<file path="config.mk">
export PLATFORM = sky130hd
export DESIGN_NAME = fifo_drain_ctrl
export DESIGN_NICKNAME = d
export VERILOG_FILES = /design/src/rtl/fifo_drain_ctrl.sv
export SDC_FILE = /design/constraint.sdc
export NUM_CORES = 1
export LEC_CHECK = 0
export ABC_CLOCK_PERIOD_IN_PS = 3450
export CAP_MARGIN = 0
export CORE_MARGIN = 5
export CORE_UTILIZATION = 50
export CTS_BUF_LIST = sky130_fd_sc_hd__clkbuf_4 sky130_fd_sc_hd__clkbuf_8 sky130_fd_sc_hd__clkbuf_16
export DETAILED_ROUTE_END_ITERATION = 12
export GPL_TIMING_DRIVEN = 0
export PLACE_DENSITY = 0.73
export SYNTH_ARGS = -nofsm -noshare
export SYNTH_HDL_FRONTEND = slang
export SYNTH_SLANG_ARGS = --single-unit
</file>
<file path="constraint.sdc">
create_clock -name clk -period 3.45 [get_ports clk]
set_input_delay 0.345 -clock clk [delete_from_list [all_inputs] [get_ports clk]]
set_output_delay 0.345 -clock clk [all_outputs]
set_load 0.05 [all_outputs]
</file>
<file path="src/rtl/fifo_drain_ctrl.sv">
// fifo_drain_ctrl: read-side consumer of a 16-deep FIFO status block.
// Watches fifo_empty/fifo_threshold and issues single-word rd strobes in bursts.
// Each word returned one cycle after its rd is captured into a 2-entry buffer.
// The buffer drains onto a valid/ready stream, and the last word of each burst
// carries m_last.
//
// Ports:
//   clk, rst_n        clock, asynchronous active-low reset
//   en                permit new bursts (a running burst always completes)
//   fifo_empty        FIFO empty status
//   fifo_threshold    FIFO occupancy >= 8
//   fifo_underflow    FIFO underflow flag
//   fifo_rd_data      FIFO read data, valid the cycle after rd
//   rd                FIFO read strobe (combinational)
//   m_data, m_valid,
//   m_last, m_ready   output stream; a transfer is m_valid & m_ready
//   busy              burst active, buffer non-empty or read in flight
//   burst_done        one-cycle pulse after a burst ends
//   err_underflow     sticky underflow error flag
//   err_clr           clears err_underflow (a new underflow takes priority)
module fifo_drain_ctrl #(
  parameter int unsigned DATA_W        = 8,
  parameter int unsigned MAX_BURST     = 8,
  parameter int unsigned FLUSH_TIMEOUT = 32
) (
  input  logic              clk,
  input  logic              rst_n,
  input  logic              en,
  input  logic              fifo_empty,
  input  logic              fifo_threshold,
  input  logic              fifo_underflow,
  input  logic [DATA_W-1:0] fifo_rd_data,
  output logic              rd,
  output logic [DATA_W-1:0] m_data,
  output logic              m_valid,
  output logic              m_last,
  input  logic              m_ready,
  output logic              busy,
  output logic              burst_done,
  output logic              err_underflow,
  input  logic              err_clr
);

  localparam int unsigned BEAT_W  = 8;
  localparam int unsigned IDLE_W  = 16;
  localparam int unsigned ENTRY_W = DATA_W + 1;

  localparam logic [BEAT_W-1:0] BEAT_MAX   = BEAT_W'(MAX_BURST);
  localparam logic [BEAT_W-1:0] BEAT_LAST  = BEAT_W'(MAX_BURST - 1);
  localparam logic [IDLE_W-1:0] IDLE_LIMIT = IDLE_W'(FLUSH_TIMEOUT - 1);

  typedef enum logic {
    S_IDLE  = 1'b0,
    S_DRAIN = 1'b1
  } state_e;

  state_e              state_q, state_d;
  logic [IDLE_W-1:0]   idle_cnt_q, idle_cnt_d;
  logic [BEAT_W-1:0]   beat_cnt_q, beat_cnt_d;
  logic                rd_q;
  logic                tag_q, tag_d;
  logic [1:0]          occ_q, occ_d;
  // Buffer entries are {last, data}; entry 0 is the head. Slots at or beyond
  // occ_q are kept at zero so an empty buffer presents m_data=0, m_last=0.
  logic [ENTRY_W-1:0]  buf0_q, buf0_d;
  logic [ENTRY_W-1:0]  buf1_q, buf1_d;
  logic                busy_q, busy_d;
  logic                burst_done_q, burst_done_d;
  logic                err_q, err_d;

  logic                pop;
  logic                push;
  logic                push_last;
  logic [ENTRY_W-1:0]  push_entry;
  logic [2:0]          occ_proj;
  logic                last_beat;
  logic                empty_exit;
  logic                drain_exit;
  logic                start_burst;

  // Read strobe and burst control decode.
  always_comb begin
    pop  = (occ_q != 2'd0) & m_ready;
    push = rd_q;
    // Projected occupancy once the in-flight word lands and any pop retires.
    occ_proj = 3'(occ_q) + 3'(rd_q) - 3'(pop);
    rd = (state_q == S_DRAIN) & ~fifo_empty & (occ_proj < 3'd2) &
         (beat_cnt_q < BEAT_MAX);
    last_beat  = rd & (beat_cnt_q == BEAT_LAST);
    // FIFO ran dry mid-burst: the word still in flight closes the burst.
    empty_exit = (state_q == S_DRAIN) & fifo_empty;
    drain_exit = last_beat | empty_exit;
    start_burst = (state_q == S_IDLE) & en & ~fifo_empty &
                  (fifo_threshold | (idle_cnt_q == IDLE_LIMIT));
    push_last  = tag_q | empty_exit;
    push_entry = {push_last, fifo_rd_data};
  end

  // Next-state logic for FSM, counters, buffer and status flags.
  always_comb begin
    state_d      = state_q;
    idle_cnt_d   = idle_cnt_q;
    beat_cnt_d   = beat_cnt_q;
    buf0_d       = buf0_q;
    buf1_d       = buf1_q;
    occ_d        = occ_q;
    tag_d        = last_beat;
    burst_done_d = drain_exit;
    err_d        = err_q;
    busy_d       = 1'b0;

    unique case (state_q)
      S_IDLE: begin
        if (start_burst) begin
          state_d    = S_DRAIN;
          idle_cnt_d = '0;
          beat_cnt_d = '0;
        end else if (fifo_empty) begin
          idle_cnt_d = '0;
        end else if (en && (idle_cnt_q < IDLE_LIMIT)) begin
          // With en low the flush timer is frozen.
          idle_cnt_d = idle_cnt_q + 1'b1;
        end
      end
      S_DRAIN: begin
        if (rd) begin
          beat_cnt_d = beat_cnt_q + 1'b1;
        end
        if (drain_exit) begin
          state_d = S_IDLE;
        end
      end
      default: state_d = S_IDLE;
    endcase

    // Two-entry shift buffer: pop moves entry 1 to the head.
    unique case ({push, pop})
      2'b10: begin
        if (occ_q == 2'd0) begin
          buf0_d = push_entry;
        end else begin
          buf1_d = push_entry;
        end
        occ_d = occ_q + 2'd1;
      end
      2'b01: begin
        buf0_d = buf1_q;
        buf1_d = '0;
        occ_d  = occ_q - 2'd1;
      end
      2'b11: begin
        if (occ_q == 2'd1) begin
          buf0_d = push_entry;
        end else begin
          buf0_d = buf1_q;
          buf1_d = push_entry;
        end
      end
      default: ;
    endcase

    // Sticky error: a new underflow wins over a simultaneous clear.
    if (fifo_underflow) begin
      err_d = 1'b1;
    end else if (err_clr) begin
      err_d = 1'b0;
    end

    busy_d = (state_d != S_IDLE) | (occ_d != 2'd0) | rd;
  end

  // State and output registers.
  always_ff @(posedge clk or negedge rst_n) begin
    if (!rst_n) begin
      state_q      <= S_IDLE;
      idle_cnt_q   <= '0;
      beat_cnt_q   <= '0;
      rd_q         <= 1'b0;
      tag_q        <= 1'b0;
      occ_q        <= 2'd0;
      buf0_q       <= '0;
      buf1_q       <= '0;
      busy_q       <= 1'b0;
      burst_done_q <= 1'b0;
      err_q        <= 1'b0;
    end else begin
      state_q      <= state_d;
      idle_cnt_q   <= idle_cnt_d;
      beat_cnt_q   <= beat_cnt_d;
      rd_q         <= rd;
      tag_q        <= tag_d;
      occ_q        <= occ_d;
      buf0_q       <= buf0_d;
      buf1_q       <= buf1_d;
      busy_q       <= busy_d;
      burst_done_q <= burst_done_d;
      err_q        <= err_d;
    end
  end

  assign m_data        = buf0_q[DATA_W-1:0];
  assign m_last        = buf0_q[DATA_W];
  assign m_valid       = (occ_q != 2'd0);
  assign busy          = busy_q;
  assign burst_done    = burst_done_q;
  assign err_underflow = err_q;

`ifndef SYNTHESIS
  // The rd gating guarantees a free slot for every captured word.
  a_no_overflow: assert property (@(posedge clk) disable iff (!rst_n)
    !(push && (occ_q == 2'd2) && !pop));
  a_no_rd_empty: assert property (@(posedge clk) disable iff (!rst_n)
    !(rd && fifo_empty));
`endif

endmodule
</file>
# Word-level counts from Yosys, hierarchy flattened
# Cells that the tools add are included.
# W data, S select, Z words.
dict set report totals {
  regBits 50
  latchBits 0
  mem_bits_rw 0
  mem_bits_ro 0
  inputBits 16
  out_inout_bits 14
  wordCells 76
  mem_count 0
}
dict set report classes {
  add_sub_neg 6
  n_mul 0
  div_mod_pow 0
  magnitude_cmp 3
  n_eq_ne 11
  shift 0
  mux 18
  n_bitwise 16
  n_reduce_logical 11
}
# operator count
set ops {}
lappend ops {{$pmux W9 S3} 2}
lappend ops {{$mux W16} 3}
lappend ops {{$mux W9} 4}
lappend ops {{$add A16 B1 Y16 const B} 1}
lappend ops {{$eq A16 B5 Y1 const B} 1}
lappend ops {{$lt A16 B5 Y1 const B} 1}
lappend ops {{$mux W8} 2}
lappend ops {{$pmux W8 S2} 1}
lappend ops {{$ne A2 B2 Y1 const B} 5}
lappend ops {{$and A1 B1 Y1} 9}
lappend ops {{$add A8 B1 Y8 const B} 1}
lappend ops {{$eq A8 B3 Y1 const B} 1}
lappend ops {{$lt A8 B4 Y1 const B} 1}
lappend ops {{$reduce_and A2 Y1} 3}
lappend ops {{$reduce_bool A2 Y1} 3}
lappend ops {{$reduce_bool A3 Y1} 2}
lappend ops {{$or A1 B1 Y1} 5}
lappend ops {{$eq A2 B1 Y1 const B} 2}
lappend ops {{$eq A2 B2 Y1 const B} 2}
lappend ops {{$mux W1} 4}
lappend ops {{$pmux W2 S2} 1}
lappend ops {{$add A2 B1 Y3} 1}
lappend ops {{$lt A3 B2 Y1 const B} 1}
lappend ops {{$reduce_and A3 Y1} 1}
lappend ops {{7 further kinds} 8}

# Longest topological paths before layout
dict set report logic_depth {
  word_depth 12
  ltp_mapped 12
  depth_no_buf 12
}

# Worst setup path after synthesis
# No wires, ideal clock.
dict set report synth_timing {
  kind {reg-to-reg}
  startpoint {register occ_q[1]}
  endpoint {register state_q}
  setup_ps 124
  t_arrival_ps 2769
  required_ps 3326
  slack_ps 558
  stages_incl_launch_ff 13
  n_path_buf 0
  synth_period_minus_slack_ps 2892
  path_cell_list {dfrtp_1 > inv_1 > ha_1 > nor2b_1 > ha_1 > inv_1 > nand2_1 > fa_1 > nor4b_1 > nand3_1 > inv_2 > and3_4 > o21bai_1}
}
dict set report synth_via {
  elab_chain_cells 10
  elab_cells_between_ends 11
  classes_between {add/sub: 2; order compare: 1; mux: 2; bitwise: 5; reduce/logical: 1}
}
# item line_no
set synth_rtl {}
lappend synth_rtl {{start: declaration} 62} ;# logic [1:0] occ_q, occ_d;
lappend synth_rtl {{start signal: assignment} 180} ;# occ_q <= 2'd0;
lappend synth_rtl {{start signal: assignment} 192} ;# occ_q <= occ_d;
lappend synth_rtl {{parallel branches: the longest is 2 deep, another holds $add A2 B1 Y3} --}
lappend synth_rtl {{$sub A3 B1 Y3 (*)} 86} ;# occ_proj = 3'(occ_q) + 3'(rd_q) - 3'(pop);
lappend synth_rtl {{$lt A3 B2 Y1 (*)} 87} ;# rd = (state_q == S_DRAIN) & ~fifo_empty & (occ_proj < 3'd2) &
lappend synth_rtl {{$and A1 B1 Y1 (*) (2 in a row)} 87}
lappend synth_rtl {{net rd} 33} ;# output logic rd,
lappend synth_rtl {{$and A1 B1 Y1 (*)} 89} ;# last_beat = rd & (beat_cnt_q == BEAT_LAST);
lappend synth_rtl {{net last_beat} 76} ;# logic last_beat;
lappend synth_rtl {{$or A1 B1 Y1 (*)} 92} ;# drain_exit = last_beat | empty_exit;
lappend synth_rtl {{$mux W1 (*)} 129} ;# if (drain_exit) begin
lappend synth_rtl {{$pmux W1 S2 (*)} 112} ;# unique case (state_q)
lappend synth_rtl {{net state_d} 57} ;# state_e state_q, state_d;
lappend synth_rtl {{end signal: assignment} 187} ;# state_q <= state_d;
lappend synth_rtl {{end: declaration} 57}
# Mark *: on every way through the listed nets, which the timed path passes.
# A chain may end at the register's enable or synchronous reset.

# Final worst setup path
dict set report layout_timing {
  startpoint {register occ_q[1]}
  endpoint {output port rd}
}
dict set report layout_via {
  elab_chain_cells 6
  elab_cells_between_ends 7
  classes_between {add/sub: 2; order compare: 1; bitwise: 3; reduce/logical: 1}
}
# item line_no
set layout_rtl {}
lappend layout_rtl {{parallel branches: the longest is 2 deep, another holds $add A2 B1 Y3} --}
lappend layout_rtl {{$sub A3 B1 Y3 (*)} 86}
lappend layout_rtl {{$lt A3 B2 Y1 (*)} 87}
lappend layout_rtl {{$and A1 B1 Y1 (*) (2 in a row)} 87}
lappend layout_rtl {{end: declaration} 33}
# Every way passes the cells marked *.

==> impl_metrics.csv <==
group,metric,value,unit
cts,cts_tree,"yes",
synth,synth-edff-count,0,
synth,avgSynthCellArea,11.1,um2
synth,ys_seq_area_share,53.6,%
layout,area_growth,21.7,%
outcome,outcome,"finished, final reports clean",
grt,antenna_found_initial,0,
cts,cts-root-buf,"clkbuf_8",
worst_setup_path,crit_required,3.11,ns
worst_setup_path,worstPathArrival,2.91,ns
power_and_ir_drop,clkPwrFrac,22.1,%
power_and_ir_drop,p_switching,694,uW
die,initial_core_util,52.5,%
timing,skew,0.00590,ns
synth,synth_warnings,0,
worst_setup_path,path_max_fanout,6,
routing,wl_per_cell,14.3,um
grt,grt_max_degree,39,
routing,antenna_left,0,
die,io_pins,30,
layout,nNetsFinal,273,
layout,stdcell_area,0.00284,mm2
synth,synth_ff_type,"dfrtp_1",
layout,final_cell_mix,"49 x dfrtp_1, 26 x clkdlybuf4s50_1, 23 x nand2_1",
die,rows,24,
worst_hold_path,hold_class,"input pin to register",
run,cap_violations,0,
power_and_ir_drop,ir_drop,0.314,mV
timing,setup_tns,0,ns
grt,grt_use_total,15.6,%
power_and_ir_drop,pwr-share-seq,41.3,%
layout,n_antenna_cell,0,
die,die_h,78.3,um
routing,wl,4320,um
routing,dr.pass1.iters,4,
cts,ctsHtreeMaxLevel,2,
placement,portBuffers,28,
routing,vias_per_cell,5.45,
power_and_ir_drop,combPwrFrac,36.6,%
cts,cts_buffer_depth,2,
power_and_ir_drop,p_sw_share,37.1,%
layout,final_common_cell,"dfrtp_1",
layout,fin_util,63.9,%
cts,worstSkewPairLatency,0.30,ns
layout,fillers,356,
synth,ys_types,51,
synth,ys_seq_elements,50,
timing,setup_viol,0,
timing,rsz0062_at_grt,"false",
power_and_ir_drop,leakagePower,1.35,nW
grt,overflow,0,
worst_setup_path,slowest_delay,0.49,ns
timing,tightestPinTransition,0.660,ns
layout,drive_above_1_share,12.0,%
power_and_ir_drop,p_int,1.18,mW
timing,period_needed,3.25,ns
placement,place_area,0.00270,mm2
synth,async_flop_share,100,%
cts,clk_pin_slew,0.09,ns
worst_setup_path,worst_path_max_delay_cell,"fa_1",
routing,route.detailed.drc,0,
synth,syn_nets,236,
die,fp.dieW,78.3,um
timing,fmax,0.307,GHz
routing,via_count,1640,
placement,dp_hpwl,3220,um
timing,slew_headroom,55.7,%
timing,finalMaxSlewViolations,0,
cts,cts_setup_buffers,0,
cts,cts.sinks,50,
worst_setup_path,path_class,"register to output pin",
synth,syn-cell-area,0.00233,mm2
grt,grt_pass1_vias,1586,
power_and_ir_drop,powerDensity,658,mW/mm2
die,die_area,0.00614,mm2
worst_setup_path,crit_path_start_kind,"register",
synth,synthCells,211,
worst_setup_path,worstSetupEndpointType,"output pin",
grt,grt_pass1_wl,7630,um
cts,cts_buffers,5,
timing,hold_viol,0,
worst_setup_path,crit_path_cell_trace,"inv_1 -> ha_1 -> nor2b_4 -> ha_1 -> inv_1 -> nand2_1 -> fa_1 -> nor4b_4 -> nand3_1 -> inv_2 -> clkbuf_4",
timing,layout_worst_path_cycle_share,94.3,%
routing,drtIter0Drc,114,
timing,finalHoldWorstSlack,0.397,ns
die,core,0.00444,mm2
placement,gp_congestion,0.835,
==> worst max-delay path, delay by kind of cell, from the launching register on <==
family / cells / cell delay [ns]
adder cells (fa/ha/maj): 3 / 1.07
flip-flops: 1 / 0.44
AND/OR/NAND/NOR: 4 / 0.53
buffers and inverters: 4 / 0.56
==> synth_stat cells, types with 4 or more instances <==
cell      count  share of area (%)
a21oi_1       6                1.3
a22oi_1       8                2.6
and2_1       11                2.9
a21o_1        4                1.3
nand2b_1     11                2.9
nand2_1      23                3.7
nor2b_1       6                1.6
dfrtp_1      50                 54
ha_1          8                4.3
inv_1        11                1.8
o21ai_0      22                4.7
==> what timing repair did <==
action	CTS	global route
setup endpoints to repair	1	1
hold endpoints to repair	12	0
hold buffers	1	0
gates resized for setup	7	4
pin swaps	0	1
==> registers in the layout, indices dropped and copies added (netlist names) <==
signal and flops:
occ_q 2, idle_cnt_q 16, err_underflow 1, burst_done 1
buf1_q 9, beat_cnt_q 8, busy 1, buf0_q 9
state_q 1, tag_q 1, push 1
==> cells by family (layout without fill, tap and decap cells) <==
group,after synthesis,count (layout),synth area share [%]
buffers and inverters,19,57,3.38
XOR/XNOR,2,2,0.750
adder cells (fa/ha/maj),9,9,5.14
flip-flops,50,50,53.6
multiplexers,2,2,0.911
AO/OA/AOI/OAI,55,55,16.0
AND/OR/NAND/NOR,74,74,20.2
==> metrics by stage <==
| stage | total power, mW | cells | setup WS [ns] |
|---|---|---|---|
| 2_1_floorplan | 1.24 | 211 | 0.558 |
| 3_3_place_gp | 1.45 | 291 | -0.390 |
| 3_5_place_dp | 1.46 | 292 | -0.399 |
| 4_1_cts | 1.88 | 301 | 0.0678 |
| 5_1_grt | 2.00 | 301 | 0.00946 |
| 6_report | 1.87 | 301 | 0.198 |
==> metal layers <==
metal	up-vias	GRT usage, %	wire length [um]	share of wire (%)
met5	-	0	0	0
met4	0	4.72	48	1.1
met1	782	22.0	2090	48
li1	818	-	-	-
met3	4	4.46	223	5.2
met2	36	23.5	1960	45
==> layout make-up <==
type                       count  area [um2]  area share (%)
buffer                         7        33.8            1.19
clock buffer                   6        76.3            2.69
clock inverter                 2        37.5            1.32
inverter                      12        45.0            1.59
multi-input combinational    142        1030            36.2
sequential                    50        1250            44.1
tap                           52        65.1            2.29
timing repair buffer          30         303            10.7
==> path summary, 6_finish.rpt <==
kind	from	to	slack, ns	cells past startpoint
setup / recovery	occ_q[1]$_DFF_PN0_	rd	0.20	11
hold / removal	fifo_empty	burst_done$_DFF_PN0_	0.40	2
setup reg to reg	occ_q[1]$_DFF_PN0_	state_q$_DFF_PN0_	0.72	12
hold reg to reg	buf0_q[1]$_DFFE_PN0P_	buf0_q[1]$_DFFE_PN0P_	0.48	2
max in group asynchronous	rst_n	idle_cnt_q[13]$_DFFE_PN0P_	2.49	3
min in group asynchronous	rst_n	beat_cnt_q[5]$_DFFE_PN0P_	0.47	2
==> power groups by stage <==
| stage | Clock (mW) | Combinational (mW) | Sequential, mW |
|---|---|---|---|
| after floorplan | 0 | 0.265 | 0.973 |
| after global placement | 0 | 0.668 | 0.780 |
| after detailed placement | 0 | 0.678 | 0.787 |
| after CTS | 0.427 | 0.683 | 0.774 |
| after global routing | 0.456 | 0.744 | 0.796 |
| final | 0.413 | 0.684 | 0.773 |
Note: power is estimated with default switching activity, not from simulation.
